$ cat src/rtl/alu_arbiter.sv
// alu_arbiter: shares one combinational ALU between two requesters.
// One transaction in flight: IDLE (grant/accept) -> EXEC (ALU settles)
// -> RESP (hold result until consumed) -> IDLE.
// Build option: define ALU_ARBITER_FIXED_PRIORITY_EN to make requester 0
// always win ties and drop the round-robin pointer.
module alu_arbiter #(
   parameter int BUS_WIDTH = 8
) (
   input  logic                   clk,
   input  logic                   rst,
   input  logic [1:0]             req_valid,
   output logic [1:0]             req_ready,
   input  logic [7:0]             req_opcode,
   input  logic [2*BUS_WIDTH-1:0] req_a,
   input  logic [2*BUS_WIDTH-1:0] req_b,
   input  logic [1:0]             req_carry_in,
   output logic [BUS_WIDTH-1:0]   alu_a,
   output logic [BUS_WIDTH-1:0]   alu_b,
   output logic [3:0]             alu_opcode,
   output logic                   alu_carry_in,
   input  logic [BUS_WIDTH-1:0]   alu_y,
   input  logic                   alu_carry_out,
   input  logic                   alu_borrow,
   input  logic                   alu_zero,
   input  logic                   alu_parity,
   input  logic                   alu_invalid_op,
   output logic                   rsp_valid,
   input  logic                   rsp_ready,
   output logic                   rsp_id,
   output logic [BUS_WIDTH-1:0]   rsp_y,
   output logic [4:0]             rsp_flags,
   output logic                   busy
);

   typedef enum logic [1:0] {S_IDLE, S_EXEC, S_RESP} state_t;

   state_t                 r_state;
   state_t                 w_next;
   logic                   w_tie_winner;
   logic                   w_gnt;
   logic                   w_accept;
   logic [3:0]             r_opcode;
   logic [BUS_WIDTH-1:0]   r_a;
   logic [BUS_WIDTH-1:0]   r_b;
   logic                   r_cin;
   logic                   r_id;
   logic [BUS_WIDTH-1:0]   r_y;
   logic [4:0]             r_flags;

`ifdef ALU_ARBITER_FIXED_PRIORITY_EN
   assign w_tie_winner = 1'b0;
`else
   // Index of the last accepted requester; resets to 1 so requester 0
   // takes the first tie.
   logic r_last;

   assign w_tie_winner = ~r_last;

   // Pointer moves only when a request is actually accepted.
   always_ff @(posedge clk or posedge rst) begin
      if (rst)
         r_last <= 1'b1;
      else if (w_accept)
         r_last <= w_gnt;
   end
`endif

   // Winner selection: tie goes to the arbitration choice, otherwise
   // whichever single requester is valid.
   always_comb begin
      w_gnt = 1'b0;
      if (req_valid == 2'b11)
         w_gnt = w_tie_winner;
      else
         w_gnt = req_valid[1];
   end

   // Grant is offered only in IDLE and never while reset is held.
   always_comb begin
      req_ready = 2'b00;
      if (!rst && r_state == S_IDLE && |req_valid)
         req_ready = w_gnt ? 2'b10 : 2'b01;
   end

   assign w_accept = |(req_valid & req_ready);

   // State register.
   always_ff @(posedge clk or posedge rst) begin
      if (rst)
         r_state <= S_IDLE;
      else
         r_state <= w_next;
   end

   // Next-state logic: EXEC is a fixed single cycle, RESP waits on consumer.
   always_comb begin
      w_next = r_state;
      case (r_state)
         S_IDLE:  if (w_accept) w_next = S_EXEC;
         S_EXEC:  w_next = S_RESP;
         S_RESP:  if (rsp_ready) w_next = S_IDLE;
         default: w_next = S_IDLE;
      endcase
   end

   // Operand capture on acceptance; these drive the ALU in every state.
   always_ff @(posedge clk or posedge rst) begin
      if (rst) begin
         r_opcode <= '0;
         r_a      <= '0;
         r_b      <= '0;
         r_cin    <= 1'b0;
         r_id     <= 1'b0;
      end else if (w_accept) begin
         r_opcode <= w_gnt ? req_opcode[7:4] : req_opcode[3:0];
         r_a      <= w_gnt ? req_a[2*BUS_WIDTH-1:BUS_WIDTH] : req_a[BUS_WIDTH-1:0];
         r_b      <= w_gnt ? req_b[2*BUS_WIDTH-1:BUS_WIDTH] : req_b[BUS_WIDTH-1:0];
         r_cin    <= w_gnt ? req_carry_in[1] : req_carry_in[0];
         r_id     <= w_gnt;
      end
   end

   // Result capture at the end of EXEC; held through RESP.
   always_ff @(posedge clk or posedge rst) begin
      if (rst) begin
         r_y     <= '0;
         r_flags <= '0;
      end else if (r_state == S_EXEC) begin
         r_y     <= alu_y;
         r_flags <= {alu_invalid_op, alu_parity, alu_zero, alu_borrow, alu_carry_out};
      end
   end

   assign alu_a        = r_a;
   assign alu_b        = r_b;
   assign alu_opcode   = r_opcode;
   assign alu_carry_in = r_cin;
   assign rsp_valid    = (r_state == S_RESP);
   assign rsp_id       = r_id;
   assign rsp_y        = r_y;
   assign rsp_flags    = r_flags;
   assign busy         = (r_state != S_IDLE);

endmodule

$ cat config.mk
export PLATFORM = sky130hd
export DESIGN_NAME = alu_arbiter
export DESIGN_NICKNAME = d
export VERILOG_FILES = /design/src/rtl/alu_arbiter.sv
export SDC_FILE = /design/constraint.sdc
export NUM_CORES = 1
export LEC_CHECK = 0
export BUFFER_PORTS_ARGS = -buffer_cell sky130_fd_sc_hd__buf_2
export CAP_MARGIN = 20
export CORE_MARGIN = 8
export CORE_UTILIZATION = 30
export CTS_CLUSTER_DIAMETER = 150
export DETAILED_ROUTE_END_ITERATION = 6
export PLACE_DENSITY = 0.59
export SLEW_MARGIN = 20
export SYNTH_ARGS = -nofsm -noshare
export SYNTH_HDL_FRONTEND = slang
export SYNTH_SLANG_ARGS = --single-unit
export TNS_END_PERCENT = 5
$ cat constraint.sdc
create_clock -name clk -period 1.7 [get_ports clk]
set_clock_uncertainty 0.2 [all_clocks]
set_input_delay 0.255 -clock clk [delete_from_list [all_inputs] [get_ports clk]]
set_output_delay 0.255 -clock clk [all_outputs]
set_load 0.1 [all_outputs]
# Word level (Yosys, flattened, before mapping)
# Index checks and enable logic that the tools add are counted.
dict set report op_classes {
  n_eq_ne 5
  mux 10
  n_bitwise 2
  n_reduce_logical 8
}
# operator count
set ops {}
lappend ops {{8-bit 2-to-1 mux} 2}
lappend ops {{2-bit 2-to-1 mux} 4}
lappend ops {{2-bit case mux with 3 select lines} 1}
lappend ops {{2-bit == test, second input constant} 2}
lappend ops {{4-bit 2-to-1 mux} 1}
lappend ops {{2-bit OR reduction} 2}
lappend ops {{2-bit bitwise AND} 1}
lappend ops {{2-bit by 1-bit == test with 1-bit output, second input constant} 1}
lappend ops {{1-bit logical AND} 2}
lappend ops {{2-bit zero test} 1}
lappend ops {{1-bit 2-to-1 mux} 2}
lappend ops {{2-bit by 1-bit != test with 1-bit output, second input constant} 1}
lappend ops {{2-bit != test, second input constant} 1}
lappend ops {{2-bit AND reduction} 1}
lappend ops {{2-bit nonzero test} 1}
lappend ops {{1-bit zero test} 1}
lappend ops {{1-bit NOT} 1}
dict set report totals {
  register_bits 38
  inputBits 60
  output_inout_bits 39
  wordCells 34
}

# Longest topological paths before layout
dict set report depth {
  word_depth 8
  mapped_depth 4
  depth_no_buf 3
}

# Least setup slack after synthesis
# No wires, ideal clock.
dict set report synth_timing {
  kind {reg-to-reg}
  from {register r_state[1]}
  to {register r_id, in the netlist rsp_id}
  setup_ns 0.120
  t_arrival_ns 1.750
  t_required_ns 1.380
  slack_ns -0.371
  path_stages_with_launch 4
  path_buffers 0
  synth_period_minus_slack_ns 2.071
  path_cell_list {dfrtp_1 nor3_4 and3_1 o21ba_2}
}
dict set report synth_via {
  elab_chain_cells 6
}
# item line
set synth_lines {}
lappend synth_lines {{start, declared} 37} ;# state_t r_state;
lappend synth_lines {{start signal, assigned} 92} ;# r_state <= w_next;
lappend synth_lines {{2-bit zero test} 81} ;# if (!rst && r_state == S_IDLE && |req_valid)
lappend synth_lines {{1-bit logical AND (2 in a row)} 81}
lappend synth_lines {{2-bit 2-to-1 mux} 81}
lappend synth_lines {{named net req_ready[0]} 12} ;# output logic [1:0] req_ready,
lappend synth_lines {{2-bit bitwise AND} 85} ;# assign w_accept = |(req_valid & req_ready);
lappend synth_lines {{2-bit OR reduction} 85}
lappend synth_lines {{end signal, assigned} 119} ;# r_id <= w_gnt;
lappend synth_lines {{end, declared} 46} ;# logic r_id;
# The timed path passes the listed nets, and every way through them passes these cells.
# A chain may end at the register's enable or synchronous reset.

# Worst setup path in the final report
dict set report layout_timing {
  from {register r_state[1]}
  to {output port req_ready[0]}
}
dict set report layout_via {
  elab_chain_cells 4
}
# item line
set layout_lines {}
lappend layout_lines {{2-bit zero test} 81}
lappend layout_lines {{1-bit logical AND (2 in a row)} 81}
lappend layout_lines {{2-bit 2-to-1 mux} 81}
lappend layout_lines {{end, declared} 12}
# No other way between the ends.

==> impl_metrics.prom <==
# TYPE chip_impl_metric gauge
chip_impl_info{name="layout.cells.most_common",value="sky130_fd_sc_hd__buf_2"} 1
chip_impl_info{name="layout.cells.most_common_list",value="sky130_fd_sc_hd__buf_2, sky130_fd_sc_hd__dfrtp_1, sky130_fd_sc_hd__nand4b_1, sky130_fd_sc_hd__o221a_1, sky130_fd_sc_hd__dlygate4sd3_1"} 1
chip_impl_info{name="min-delay-path-class",value="input port to flop"} 1
chip_impl_metric{name="clock_insertion_delay_worst_skew",unit="ns"} 0.29
chip_impl_metric{name="average_size_of_a_mapped_cell",unit="sq um"} 14.0
chip_impl_metric{name="dr_total_vias",unit=""} 1513
chip_impl_metric{name="top_level_ports",unit=""} 99
chip_impl_metric{name="multiInputGateArea",unit="sq um"} 677
chip_impl_metric{name="finalMaxSlewViolations",unit=""} 0
chip_impl_info{name="type_of_the_setup_path_with_the_least_slack",value="flop to output port"} 1
chip_impl_metric{name="relSlewSlack",unit=""} 0.669
chip_impl_metric{name="die_height",unit="um"} 90.8
chip_impl_metric{name="buffers_added_on_ports",unit=""} 98
chip_impl_info{name="failed_checks",value="negative setup slack"} 1
chip_impl_metric{name="post_synth_instance_area",unit="sq um"} 1680
chip_impl_metric{name="path_buf_inv",unit=""} 2
chip_impl_metric{name="num_antenna_cells",unit=""} 0
chip_impl_metric{name="worstPathMaxFanout",unit=""} 4
chip_impl_metric{name="drt_pre_antenna_iters",unit=""} 4
chip_impl_metric{name="synthesis.yosys.warnings",unit=""} 0
chip_impl_metric{name="sequential_cell_area",unit="sq um"} 953
chip_impl_metric{name="grt_pass1_vias",unit=""} 1771
chip_impl_metric{name="floorplan.initialDensity",unit=""} 0.308
chip_impl_metric{name="fp.coreArea",unit="sq um"} 5440
chip_impl_metric{name="timing.final.crit_period",unit="ns"} 1.89
chip_impl_metric{name="fmax_achieved",unit="GHz"} 0.528
chip_impl_metric{name="grt_overflow",unit=""} 0
chip_impl_metric{name="yosys-mux-area-fraction",unit=""} 0.0872
chip_impl_metric{name="whs",unit="ns"} 0.0357
chip_impl_metric{name="gpl.final_weighted_congestion",unit=""} 0.699
chip_impl_metric{name="nets",unit=""} 304
chip_impl_metric{name="synth_compound_area_frac",unit=""} 0.158
chip_impl_metric{name="clock_sink_count",unit=""} 38
chip_impl_info{name="crit_path_top_delay_cell",value="sky130_fd_sc_hd__dfrtp_2"} 1
chip_impl_metric{name="layout.filler_cells",unit=""} 499
chip_impl_metric{name="cts-root-to-sink-buffers",unit=""} 2
chip_impl_metric{name="synth_adder_area_share",unit=""} 0
chip_impl_metric{name="synth-seq-area-share",unit=""} 0.567
chip_impl_info{name="status",value="finished with violations"} 1
chip_impl_metric{name="timing.critical_path.arrival",unit="ns"} 1.44
chip_impl_metric{name="crit_path_max_incr_delay",unit="ns"} 0.45
chip_impl_metric{name="grt_antenna_before_repair",unit=""} 0
chip_impl_metric{name="drive_gt1_frac",unit=""} 0.604
chip_impl_info{name="cts_root_buffer",value="sky130_fd_sc_hd__clkbuf_8"} 1
chip_impl_metric{name="grt_first_pass_wirelength",unit="um"} 8960
chip_impl_info{name="cp_cell_sequence",value="nor3_4, buf_6, and3_4, buf_12"} 1
chip_impl_metric{name="synth.net_count",unit=""} 180
chip_impl_metric{name="wirelength",unit="um"} 5300
chip_impl_metric{name="synth.lib_cells_used.distinct",unit=""} 19
chip_impl_metric{name="drc",unit=""} 0
chip_impl_metric{name="synth_top_area_share",unit=""} 0.552
chip_impl_metric{name="post_synth_xor_area_fraction",unit=""} 0
chip_impl_info{name="cts_tree",value="built"} 1
chip_impl_metric{name="total_die_area",unit="sq um"} 8240
chip_impl_info{name="synth.largest_area_cell",value="sky130_fd_sc_hd__dfrtp_1"} 1
chip_impl_metric{name="timing.final.setup_violations",unit=""} 24
chip_impl_info{name="start_kind",value="flop"} 1
chip_impl_metric{name="worst-endpoint-required",unit="ns"} 1.24
chip_impl_metric{name="grt_start_max_net_pins",unit=""} 22
chip_impl_metric{name="period_share",unit=""} 1.11
chip_impl_metric{name="clkSlewWorstSetupHoldPaths",unit="ns"} 0.08
chip_impl_metric{name="postLayoutSetupSlackWorst",unit="ns"} -0.193
chip_impl_metric{name="ant_nets",unit=""} 0
chip_impl_metric{name="rows",unit=""} 27
chip_impl_info{name="netlist_top_cells_area",value="sky130_fd_sc_hd__dfrtp_1, sky130_fd_sc_hd__o221a_1, sky130_fd_sc_hd__nand4b_1"} 1
chip_impl_metric{name="synthToLayoutAreaGrowth",unit="%"} 60.0
chip_impl_info{name="critPathCaptureType",value="output port"} 1
chip_impl_metric{name="detailed_place_hpwl",unit="um"} 3940
chip_impl_metric{name="numCtsBuffers",unit=""} 5
chip_impl_metric{name="die_w",unit="um"} 90.8
chip_impl_metric{name="worst-slew-pin-transition",unit="ns"} 0.499
chip_impl_metric{name="first_iter_violations",unit=""} 65
chip_impl_info{name="grt_setup_unrepaired",value="yes"} 1
chip_impl_metric{name="ys_seq_elements",unit=""} 38
chip_impl_info{name="cpLargestDelayFamily",value="flip-flops"} 1
chip_impl_metric{name="vias_per_cell",unit=""} 4.77
chip_impl_metric{name="synth_simple_gate_area_share",unit=""} 0.146
chip_impl_metric{name="drt-wirelength-per-cell",unit="um"} 16.7
chip_impl_info{name="synth_top_family_by_area",value="compound AO/OA/AOI/OAI gates"} 1
chip_impl_metric{name="grt.total_usage",unit=""} 0.133
chip_impl_metric{name="cells_after_synth",unit=""} 120
chip_impl_metric{name="timing.max_cap.violations",unit=""} 0
chip_impl_metric{name="htreeDepth",unit=""} 2
chip_impl_metric{name="final-hold-violation-count",unit=""} 0
==> Yosys cell counts <==
| cell | number |
|---|---|
| sky130_fd_sc_hd__nand4b_1 | 21 |
| sky130_fd_sc_hd__inv_1 | 4 |
| sky130_fd_sc_hd__nor3_4 | 1 |
| sky130_fd_sc_hd__o221a_2 | 3 |
| sky130_fd_sc_hd__dfstp_2 | 1 |
| sky130_fd_sc_hd__mux2_2 | 13 |
| sky130_fd_sc_hd__dfrtp_1 | 37 |
| sky130_fd_sc_hd__o21a_2 | 1 |
| sky130_fd_sc_hd__buf_2 | 4 |
| sky130_fd_sc_hd__o21ai_0 | 2 |
| sky130_fd_sc_hd__and3_1 | 1 |
| sky130_fd_sc_hd__nand2_1 | 1 |
| sky130_fd_sc_hd__o21ba_2 | 1 |
| sky130_fd_sc_hd__o221a_1 | 18 |
| sky130_fd_sc_hd__clkbuf_1 | 5 |
| sky130_fd_sc_hd__nand3_2 | 1 |
| sky130_fd_sc_hd__nand2b_1 | 3 |
| sky130_fd_sc_hd__buf_4 | 2 |
| sky130_fd_sc_hd__or2_2 | 1 |
==> stage by stage <==
step	TNS, ns	cells	util	setup slack, ns	area, sq um
floorplan	-0.0627	120	-	-0.0336	1690
global placement	0	291	0.438	0.0878	2380
detailed placement	0	291	0.438	0.0497	2380
CTS	-0.550	316	0.492	-0.242	2680
global route	-2.73	317	0.493	-0.249	2680
finish	-1.01	317	0.493	-0.193	2680
==> state kept, by name, indices dropped and copies added (netlist names) <==
signal,flops
alu_a,8
rsp_id,1
rsp_y,8
r_last,1
alu_opcode,4
r_state,2
rsp_flags,5
alu_carry_in,1
alu_b,8
==> layer usage <==
metal | part of all wire | vias up | GRT usage
met5 | 0 | - | 0
met4 | 0.019 | 0 | 0.0464
met3 | 0.080 | 10 | 0.0615
met2 | 0.49 | 61 | 0.224
met1 | 0.41 | 720 | 0.145
li1 | - | 722 | -
==> cell families after synthesis <==
| kind of cell | Yosys count |
|---|---|
| flops | 38 |
| simple gates | 29 |
| compound gates | 25 |
| buf+inv | 15 |
| mux | 13 |
==> final cells by class <==
class / count / share of cell area
Inverter: 4 / 0.00699
Timing Repair Buffer: 128 / 0.317
Sequential cell: 38 / 0.355
Multi-Input combinational cell: 67 / 0.252
Tap cell: 72 / 0.0336
Clock inverter: 2 / 0.00466
Clock buffer: 6 / 0.0308
==> final timing paths <==
check	from	slack, ns	depth (start not counted)	end
worst min register to register	r_last$_DFFE_PP1P_	0.30	2	r_last$_DFFE_PP1P_
min in group asynchronous	rst	0.29	3	alu_b[4]$_DFFE_PP0P_
worst max-delay path	r_state[1]$_DFFE_PP0P_	-0.19	4	req_ready[0]
max in group asynchronous	rst	0.52	4	alu_a[5]$_DFFE_PP0P_
worst max register to register	r_state[1]$_DFFE_PP0P_	-0.05	7	alu_a[0]$_DFFE_PP0P_
worst min-delay path	req_opcode[6]	0.04	2	alu_opcode[2]$_DFFE_PP0P_
==> what timing repair did <==
action / 4_1_cts / 5_1_grt
setup endpoints to repair: 3 / 25
endpoints found under the hold margin: 19 / 0
pin swaps: 1 / 1
setup buffers: 2 / 1
resized for setup: 8 / 1
hold buffers: 15 / 0
Power is not shown: default switching activity piles up to over one toggle a cycle in this logic, so the estimate is an artifact.
